[config.mk]
export PLATFORM = sky130hd
export DESIGN_NAME = axi_sdram_r_chn
export DESIGN_NICKNAME = d
export VERILOG_FILES = /design/src/rtl/axi_sdram_r_chn.sv
export SDC_FILE = /design/constraint.sdc
export NUM_CORES = 1
export LEC_CHECK = 0
export CORE_MARGIN = 2
export CORE_UTILIZATION = 25
export DETAILED_ROUTE_END_ITERATION = 16
export GPL_ROUTABILITY_DRIVEN = 1
export PLACE_DENSITY = 0.57
export SETUP_SLACK_MARGIN = 0.4
export SYNTH_ARGS = -nofsm -noshare
export SYNTH_HDL_FRONTEND = slang
export SYNTH_SLANG_ARGS = --single-unit
export TNS_END_PERCENT = 10
[constraint.sdc]
create_clock -name clk -period 1.5 [get_ports clk]
set_input_delay 0.15 -clock clk [delete_from_list [all_inputs] [get_ports clk]]
set_output_delay 0.15 -clock clk [all_outputs]
set_load 0.05 [all_outputs]
[src/rtl/axi_sdram_r_chn.sv]
// ---------------------------------------------------------------------------
// axi_sdram_r_chn
//   Bridges the SDRAM controller read-data stream onto an AXI slave R channel.
//   Beats are counted against the arlen of the oldest outstanding burst, taken
//   from a first-word-fall-through burst-message FIFO. The count decides where
//   rlast falls and when that message is popped. A 2-entry skid buffer
//   decouples the stream from s_axi_rready, so the input ready never depends
//   combinationally on the AXI master, and 1 beat/clk is sustained.
//
// Parameters
//   EN_LEN_CHECK : 1 = flag SDRAM-side last markers that disagree with the
//                  arlen-derived end of burst (sticky rd_len_err); 0 = off.
//
// Ports
//   clk, rst_n                 : clock (rising edge), async active-low reset
//   s_axis_rd_data/last/valid  : read beats from the SDRAM controller
//   s_axis_rd_ready            : beat accepted this cycle when valid is high
//   rd_burst_msg_fifo_dout     : arlen of the oldest outstanding burst
//   rd_burst_msg_fifo_empty_n  : burst-message FIFO holds at least one entry
//   rd_burst_msg_fifo_ren      : pops the burst message on its last beat
//   s_axi_r*                   : AXI slave R channel (rresp always OKAY)
//   rd_len_err                 : sticky length-mismatch flag
// ---------------------------------------------------------------------------
module axi_sdram_r_chn #(
  parameter int EN_LEN_CHECK = 1
) (
  input  logic        clk,
  input  logic        rst_n,
  input  logic [31:0] s_axis_rd_data,
  input  logic        s_axis_rd_last,
  input  logic        s_axis_rd_valid,
  output logic        s_axis_rd_ready,
  input  logic [7:0]  rd_burst_msg_fifo_dout,
  input  logic        rd_burst_msg_fifo_empty_n,
  output logic        rd_burst_msg_fifo_ren,
  output logic [31:0] s_axi_rdata,
  output logic [1:0]  s_axi_rresp,
  output logic        s_axi_rlast,
  output logic        s_axi_rvalid,
  input  logic        s_axi_rready,
  output logic        rd_len_err
);

  logic [7:0]  cnt_r;
  logic [31:0] buf_data_r [2];
  logic [1:0]  buf_last_r;
  logic        wr_ptr_r;
  logic        rd_ptr_r;
  logic [1:0]  occ_r;
  logic        len_err_r;

  logic        is_last_s;
  logic        push_s;
  logic        pop_s;

  // End of burst is decided by the count alone; the SDRAM last marker is
  // only cross-checked, never trusted.
  assign is_last_s = (cnt_r == rd_burst_msg_fifo_dout);

  // Accept only when a burst is known, so a beat can never arrive without
  // an arlen to count it against. Depends on registered occupancy only.
  assign s_axis_rd_ready = (occ_r != 2'd2) & rd_burst_msg_fifo_empty_n;
  assign push_s          = s_axis_rd_valid & s_axis_rd_ready;
  assign pop_s           = (occ_r != 2'd0) & s_axi_rready;

  // Message pop coincides with the accepted last beat, which already
  // requires empty_n, so an empty FIFO is never popped.
  assign rd_burst_msg_fifo_ren = push_s & is_last_s;

  assign s_axi_rvalid = (occ_r != 2'd0);
  assign s_axi_rdata  = buf_data_r[rd_ptr_r];
  assign s_axi_rlast  = buf_last_r[rd_ptr_r];
  assign s_axi_rresp  = 2'b00;
  assign rd_len_err   = len_err_r;

  // Beat counter within the current burst; wraps to 0 after the last beat.
  always_ff @(posedge clk or negedge rst_n) begin
    if (!rst_n) begin
      cnt_r <= 8'd0;
    end else if (push_s) begin
      if (is_last_s) begin
        cnt_r <= 8'd0;
      end else begin
        cnt_r <= cnt_r + 8'd1;
      end
    end else begin
      cnt_r <= cnt_r;
    end
  end

  // Buffer write side: store {data, last} at the write pointer.
  always_ff @(posedge clk or negedge rst_n) begin
    if (!rst_n) begin
      for (int i = 0; i < 2; i++) begin
        buf_data_r[i] <= 32'd0;
      end
      buf_last_r <= 2'b00;
      wr_ptr_r   <= 1'b0;
    end else if (push_s) begin
      buf_data_r[wr_ptr_r] <= s_axis_rd_data;
      buf_last_r[wr_ptr_r] <= is_last_s;
      wr_ptr_r             <= ~wr_ptr_r;
    end else begin
      wr_ptr_r <= wr_ptr_r;
    end
  end

  // Buffer read side: advance the head on an R handshake.
  always_ff @(posedge clk or negedge rst_n) begin
    if (!rst_n) begin
      rd_ptr_r <= 1'b0;
    end else if (pop_s) begin
      rd_ptr_r <= ~rd_ptr_r;
    end else begin
      rd_ptr_r <= rd_ptr_r;
    end
  end

  // Occupancy: simultaneous push and pop leaves it unchanged.
  always_ff @(posedge clk or negedge rst_n) begin
    if (!rst_n) begin
      occ_r <= 2'd0;
    end else begin
      case ({push_s, pop_s})
        2'b10:   occ_r <= occ_r + 2'd1;
        2'b01:   occ_r <= occ_r - 2'd1;
        default: occ_r <= occ_r;
      endcase
    end
  end

  generate
    if (EN_LEN_CHECK != 0) begin : g_len_check
      // Sticky mismatch between the SDRAM last marker and the counted end.
      always_ff @(posedge clk or negedge rst_n) begin
        if (!rst_n) begin
          len_err_r <= 1'b0;
        end else if (push_s && (s_axis_rd_last != is_last_s)) begin
          len_err_r <= 1'b1;
        end else begin
          len_err_r <= len_err_r;
        end
      end
    end else begin : g_no_len_check
      assign len_err_r = 1'b0;
    end
  endgenerate

endmodule

# Yosys cells after proc, flatten, opt, wreduce, memory -nomap -nowiden

Index checks and enable logic that the tools add are counted.

Register bits: 79
Latch bits: 0
Memory bits (writable): 0
Memory bits (read-only): 0
Logic and storage cells: 48
Memories: 0

Add/sub/neg operators: 3
Multipliers: 0
Div/mod/pow operators: 0
Order comparisons: 6
Equal/unequal tests: 5
Shift-type cells: 0
Muxes and demuxes: 13
Bitwise logic cells: 8
Reductions and logical operators: 5

Operator list:

| operator            | number |
|---|---|
| $mux 32             | 4 |
| $bwmux 64           | 1 |
| $demux 32 s1        | 1 |
| $add 8x1->8 const B | 1 |
| $eq 8x8->1          | 1 |
| $mux 8              | 1 |
| $and 1x1->1         | 4 |
| $ge 2x2->1 const B  | 2 |
| $lt 1x2->1 const B  | 2 |
| $not 1->2           | 2 |
| $pmux 2 s2          | 1 |
| $reduce_bool 2->1   | 2 |
| $logic_and 1x1->1   | 3 |
| $mux 1              | 3 |
| $add 2x1->2 const B | 1 |
| $bwmux 2            | 1 |
| $eq 2x1->1 const B  | 1 |
| $eq 2x2->1 const B  | 1 |
| $lt 2x1->1 const B  | 1 |
| $ne 2x2->1 const B  | 1 |
| $not 1->1           | 2 |
| $sub 2x1->2 const B | 1 |
| $demux 1 s1         | 1 |
| $ge 1x1->1 const B  | 1 |
| $ne 1x1->1          | 1 |

# Logic depth before layout (Yosys ltp)

Gate-level depths: netlist of run 1.

Depth in word-level cells: 6
Mapped depth: 8
Mapped depth without buffers: 7

# Worst setup path before layout of run 1

No wires, ideal clock.

Path kind: reg-to-output
Start: register cnt_r[3]
End: output rd_burst_msg_fifo_ren
Arrival: 1.751 ns
Setup slack: -0.401 ns
Stages on the path, launching flop included: 6
Path buffers: 1
Path through: dfrtp_1 buf_2 xnor2_2 nand4_2 or2_0 nor2_1

Word-level cells in the longest chain between the ends: 2

RTL lines:

| what                     | RTL line | source |
|---|---|---|
| start: declaration       | 44       | `logic [7:0] cnt_r;` |
| start signal: assignment | 84       | `cnt_r <= cnt_r + 8'd1;` |
| start signal: assignment | 87       | `cnt_r <= cnt_r;` |
| $eq 8x8->1               | 58       | `assign is_last_s = (cnt_r == rd_burst_msg_fifo_dout);` |
| $and 1x1->1              | 68       | `assign rd_burst_msg_fifo_ren = push_s & is_last_s;` |
| end: declaration         | 35       | `output logic rd_burst_msg_fifo_ren,` |

Every way passes these cells.

# Worst setup path in the final report of run 1

Start: register cnt_r[4]
End: output rd_burst_msg_fifo_ren

Same word-level chain as after synthesis.

==> results.md, run 1 <==
- Status: finished with violations
- Failing checks: setup timing
- Vias: 2460
- GP Congestion: 0.845
- RSZ-0062 raised after global routing: true
- Achievable Freq: 572 MHz
- Sink Count: about 80
- Fillers: 1526
- Psw: 0.00584 W
- Max stage delay on crit path: 0.44 ns
- Vias in the first global route: around 2700
- FF-to-FF path depth: 8
- Setup ws final: -0.248 ns
- Number of flops mapped to enable cells by yosys: 0
- Placement Rows: 46
- Top-area cell type share of the netlist area: 49.8%
- Hold Slack: 0.190 ns
- Count of pins over their slew limit: 0
- Worst Path Arrival: 1.60 ns
- IO Port Bufs: slightly above 80
- Setup TNS: -3.81 ns
- Synth cell types: 37
- Most frequent cells in the layout: 99 x mux2_4, 77 x dfrtp_1, 44 x clkdlybuf4s50_1
- Cell chain of the critical path: xnor2_2 -> nand4_2 -> or2_4 -> nor2_4 -> buf_12
- Drt pass-1 iters: 3
- Min-Delay Path Class: primary input to asynchronous set/reset pin
- Final HPWL DP: 5.92 mm
- Grt ovf: 0
- Clock-pin slew on the worst setup and hold paths: 0.06 ns
- Final net count: 429
- # DRC: 0
- Starting Density: between 20% and 30%
- Area growth syn-to-layout: 49.0%
- Critical Path RT: 1.35 ns
- Pleak: 2.79 nW
- Clock Latency Late Sink: 0.33 ns
- Via-per-instance ratio: 4.09
- Buf/Inv on CP: 1
- CP max FO: 2
- Initial antenna violation count: 0
- Die ar.: around 17000 um2
- Finished Core Util: between 30% and 40%
- Crit path capture type: primary output
- Min Tclk post-route: 1.75 ns
- DRT iter0 DRCs: 61
- Switch share: slightly below 40%
- Synth warn: 0
- ANT nets after route: 0
- Routed WL per cell: roughly 15 um
- Total core area: 15700 um2
- First-pass GRT wire length: 14.3 mm
- Cell Area, Synth: between 3000 and 4000 um2
- CP delay by family, top: simple AND/OR/NAND/NOR gates
- Ys async rst share: 100%
- CTS tree: built
- Final WL: slightly below 9 mm
- GRT Total Usage: between 10% and 20%
- Clock buffer count from CTS: 9
- Crit start category: register
- Internal Pwr Total: 0.00898 W
- Crit Path Class: register to primary output
- Most common cell after layout, fill and taps aside: mux2_4
- Final-report hold violation count: 0
- N_diodes: 0
- H-tree depth: 3
- Slowest cell on the critical path: dfrtp_1
- Dominant cell type by area after synthesis: dfrtp_1
- Sequential Power Share: 25.8%
- Die Wd: 130 um
- Syn_area_per_cell: 15.1 um2
- Synthesized instance count: 263
- Pwr/cell area: around 2500 nW/um2
- VDD IR max: 1.08 mV
- Final setup vio count: 63
- Fin crit share: 117%
- CP Depth: 5
- Layout cells sized above 1: 56.1%
- Clock root buffer master: clkbuf_16
- Area contributors post-synth: dfrtp_1 50%, mux2_4 22%, mux2_2 11%
- Logic pwr share: between 60% and 70%
- Setup WS pre-CTS: -0.317 ns
- Main synth FF type: dfrtp_1
- Largest net degree at the start of global routing: 45
- Die height: 130 um
- CTS Buffer Depth: 2
- FF+latch count, synth: slightly below 80
- Max Cap Violations: 0
- Clk pwr share: 14.1%
- IO Pins: 85
- Post-synthesis sequential area ratio: 49.8%
- Clk_skew: 0.00408 ns
==> cells by family (layout without fill, tap and decap cells) <==
family	count (synthesis)	in the layout	synth area share, %
flops	79	79	49.8
simple gates	36	36	6.02
compound gates	14	14	2.33
other cells	1	2	0.0944
buf+inv	17	138	4.00
fa+ha+maj	2	2	0.630
xor+xnor	15	15	3.50
mux	99	99	33.6
==> stage by stage <==
| stage | cells | total power, W | instance area [um2] |
|---|---|---|---|
| 2_1_floorplan | 264 | 0.00932 | 4010 |
| 3_3_place_gp | 580 | 0.0114 | 5230 |
| 3_5_place_dp | 580 | 0.0115 | 5230 |
| 4_1_cts | 599 | 0.0147 | 5790 |
| 5_1_grt | 601 | 0.0156 | 5920 |
| 6_report | 601 | 0.0148 | 5920 |
==> final timing paths <==
check                                    from                     to  slack, ns
hold / removal                          rst_n         buf_data_r[38]       0.19
min in group clk           s_axis_rd_data[18]         buf_data_r[18]       0.46
setup / recovery                     cnt_r[4]  rd_burst_msg_fifo_ren      -0.25
setup reg to reg                     cnt_r[1]               cnt_r[5]      -0.16
max in group asynchronous               rst_n               occ_r[0]       0.70
hold reg to reg                    rd_len_err             rd_len_err       0.49
==> routing by layer <==
metal / share of wire [%] / vias to the layer above / wire, um / global-route usage (%)
met3: 4.9 / 11 / 431 / 3.57
met2: 48 / 59 / 4200 / 17.3
met5: 0 / - / 0 / 0
met1: 46 / 1226 / 4040 / 14.4
met4: 1.7 / 0 / 146 / 3.92
li1: - / 1164 / - / -
==> power by group through the flow <==
stage	registers, W	logic [W]	clock network [W]
after floorplan	0.00361	0.00571	0
after global placement	0.00374	0.00767	0
after detailed placement	0.00377	0.00773	0
after CTS	0.00379	0.00871	0.00219
after global routing	0.00396	0.00937	0.00227
final	0.00382	0.00890	0.00209
==> sequential cells by signal, indices dropped and copies added (netlist names) <==
signal	count
rd_ptr_r	1
cnt_r	8
buf_last_r	2
buf_data_r	64
wr_ptr_r	1
occ_r	2
rd_len_err	1
==> what timing repair did <==
item / CTS / global route
endpoints found under the hold margin: 79 / 0
gates resized for setup: 68 / 25
setup endpoints to repair: 115 / 115
pin swaps: 14 / 6
buffers inserted: 3 / 2
hold buffers: 1 / 0
==> cells in the mapped netlist (2+ instances only) <==
master / instances
nor4_1: 5
buf_6: 4
mux2_2: 39
xor2_1: 2
buf_4: 2
o211ai_1: 3
or2_2: 2
buf_12: 3
nor2_1: 2
o21ai_0: 5
buf_2: 5
nand3_1: 3
mux2_4: 59
a21oi_1: 2
nand4_2: 2
nor2_8: 2
nand2_1: 12
ha_1: 2
dfrtp_1: 79
xnor2_1: 12
and2_1: 2
==> cell type report <==
cell class	count	area [um2]	area share, %
clock inverters	5	50.0	0.846
flip-flops and latches	79	1980	33.5
inverters	2	10.0	0.169
clock buffers	10	229	3.87
repair buffers	121	1290	21.8
well taps	216	270	4.57
multi-input cells	168	2090	35.3
Power figures use the tool's default switching activity.
==> run 2, diff against run 1 <==
==> constraint.sdc (replaced) <==
create_clock -name clk -period 1.5 [get_ports clk]
set_input_delay 0.225 -clock clk [delete_from_list [all_inputs] [get_ports clk]]
set_output_delay 0.225 -clock clk [all_outputs]
set_load 0.05 [all_outputs]
==> results.md, run 2 (synthesized netlist as in run 1, its figures left out) <==
- Status: finished with violations
- Failing checks: setup timing
- GP Congestion: 0.744
- Most common cell after layout, fill and taps aside: mux2_4
- CTS Buffer Depth: 2
- Clock buffer count from CTS: 9
- Critical Path RT: 1.27 ns
- Area growth syn-to-layout: 48.4%
- Clock root buffer master: clkbuf_16
- Die Wd: between 100 and 150 um
- Layout cells sized above 1: between 50 and 60%
- Clk pwr share: 14.0%
- Setup ws final: -0.292 ns
- CTS tree: built
- Final setup vio count: 47
- Final-report hold violation count: 0
- RSZ-0062 raised after global routing: true
- H-tree depth: 3
- Crit Path Class: register to primary output
- Initial antenna violation count: 0
- Fin crit share: 119%
- Vias in the first global route: 2765
- Hold Slack: 0.372 ns
- Logic pwr share: 60.2%
- Max reg flops: 64
- N_diodes: 0
- Clk_skew: 0.00827 ns
- # DRC: 0
- Worst Setup SP: cnt_r[3]
- Most frequent cells in the layout: 88 x mux2_4, 78 x dfrtp_1, 44 x clkdlybuf4s50_1
- Sequential Power Share: 25.8%
- FF-to-FF path depth: 9
- Biggest register: buf_data_r
- Drt pass-1 iters: 5
- Achievable Freq: ~560 MHz
- Fillers: 1501
- Die height: 130 um
- Die ar.: 16900 um2
- Crit path capture type: primary output
- Final net count: roughly 430
- Clock-pin slew on the worst setup and hold paths: 0.07 ns
- Grt ovf: 0
- Final HPWL DP: 5.86 mm
- ANT nets after route: 0
- Psw: 0.00596 W
- Placement Rows: 46
- Crit Reg-Reg Startpoint: cnt_r[0]
- Sink Count: 79
- Fin area: about 5900 um2
- Min Tclk post-route: between 1.5 and 2 ns
- Crit start category: register
- Setup WS pre-CTS: -0.379 ns
- Final WL: 8.76 mm
- Total core area: 15700 um2
- Switch share: 40.3%
- Largest registers: buf_data_r (64), cnt_r (8)
- Starting Density: 25.3%
- Pwr/cell area: 2510 nW/um2
- Internal Pwr Total: between 0.008 and 0.009 W
- Max Cap Violations: 0
- VDD IR max: 1.21 mV
- Worst Path Arrival: 1.57 ns
- First-pass GRT wire length: about 14 mm
- GRT Total Usage: 11.0%
- Pleak: 2.72 nW
- Largest net degree at the start of global routing: 47
- CP max FO: 2
- Via-per-instance ratio: 4.16
- IO Port Bufs: 82
- Clock Latency Late Sink: about 0.34 ns
- Routed WL per cell: 14.6 um
- IO Pins: 85
- Count of pins over their slew limit: 0
- Vias: around 2500
- DRT iter0 DRCs: 89
- Min-Delay Path Class: primary input to asynchronous set/reset pin
- Placed instance area: about 5200 um2
-- run 2: cell count changes in the layout (fill, tap and decap cells not counted), moves of 2 or more --
cell	delta
buf_4	-4
buf_6	-7
buf_8	+7
clkinv_2	-4
clkinvlp_4	+4
inv_6	+2
mux2_2	+10
mux2_4	-11
-- run 2: metal layers --
metal  global-route usage (%)  vias to the layer above  wire length, um
li1                         -                     1152                -
met1                     14.1                     1262             3980
met2                     17.6                       62             4300
met3                     3.32                       10              360
met4                     3.92                        0              122
met5                        0                        -                0
-- run 2: cell type report --
cell class	instances	area [um2]	share of cell area, %
inverters	2	10.0	0.170
flip-flops and latches	79	1980	33.6
clock buffers	9	225	3.82
clock inverters	7	56.3	0.955
multi-input cells	168	2070	35.1
repair buffers	117	1280	21.8
well taps	216	270	4.59
-- run 2: power groups by stage --
stage / clock network [W] / registers, W / logic, W
3_3_place_gp: 0 / 0.00374 / 0.00762
5_1_grt: 0.00224 / 0.00394 / 0.00933
6_report: 0.00207 / 0.00381 / 0.00890
2_1_floorplan: 0 / 0.00361 / 0.00571
3_5_place_dp: 0 / 0.00378 / 0.00770
4_1_cts: 0.00215 / 0.00380 / 0.00892
-- run 2: worst max-delay path, cell delays in order, from the launching register on --
cell and delay [ns]:
dfrtp_1 0.43, xnor2_2 0.15, nand4_2 0.12, or2_4 0.28, nor2_4 0.10, buf_12 0.14
-- run 2: metrics by stage --
step	TNS [ns]	util (%)	instances	total power [W]
2_1_floorplan	-0.123	-	264	0.00932
3_3_place_gp	-24.15	33.1	576	0.0114
3_5_place_dp	-24.87	33.1	576	0.0115
4_1_cts	-9.60	37.2	598	0.0149
5_1_grt	-13.56	37.5	598	0.0155
6_report	-8.08	37.5	598	0.0148
-- run 2: path summary, 6_finish.rpt --
path,to,slack (ns)
worst max-delay path,rd_burst_msg_fifo_ren,-0.29
worst min-delay path,rd_len_err,0.37
worst max register to register,cnt_r[3],-0.24
worst min register to register,rd_len_err,0.49
max in group asynchronous,buf_data_r[19],0.57
min in group clk,rd_len_err,0.49
-- run 2: repair_timing --
action                                  CTS  global route
hold buffers                              1             0
buffers inserted                          5             0
hold endpoints to repair                 21             0
gates cloned                              0             0
pin swaps                                11             3
endpoints found under the setup margin  116           116
resized for setup                        82             9
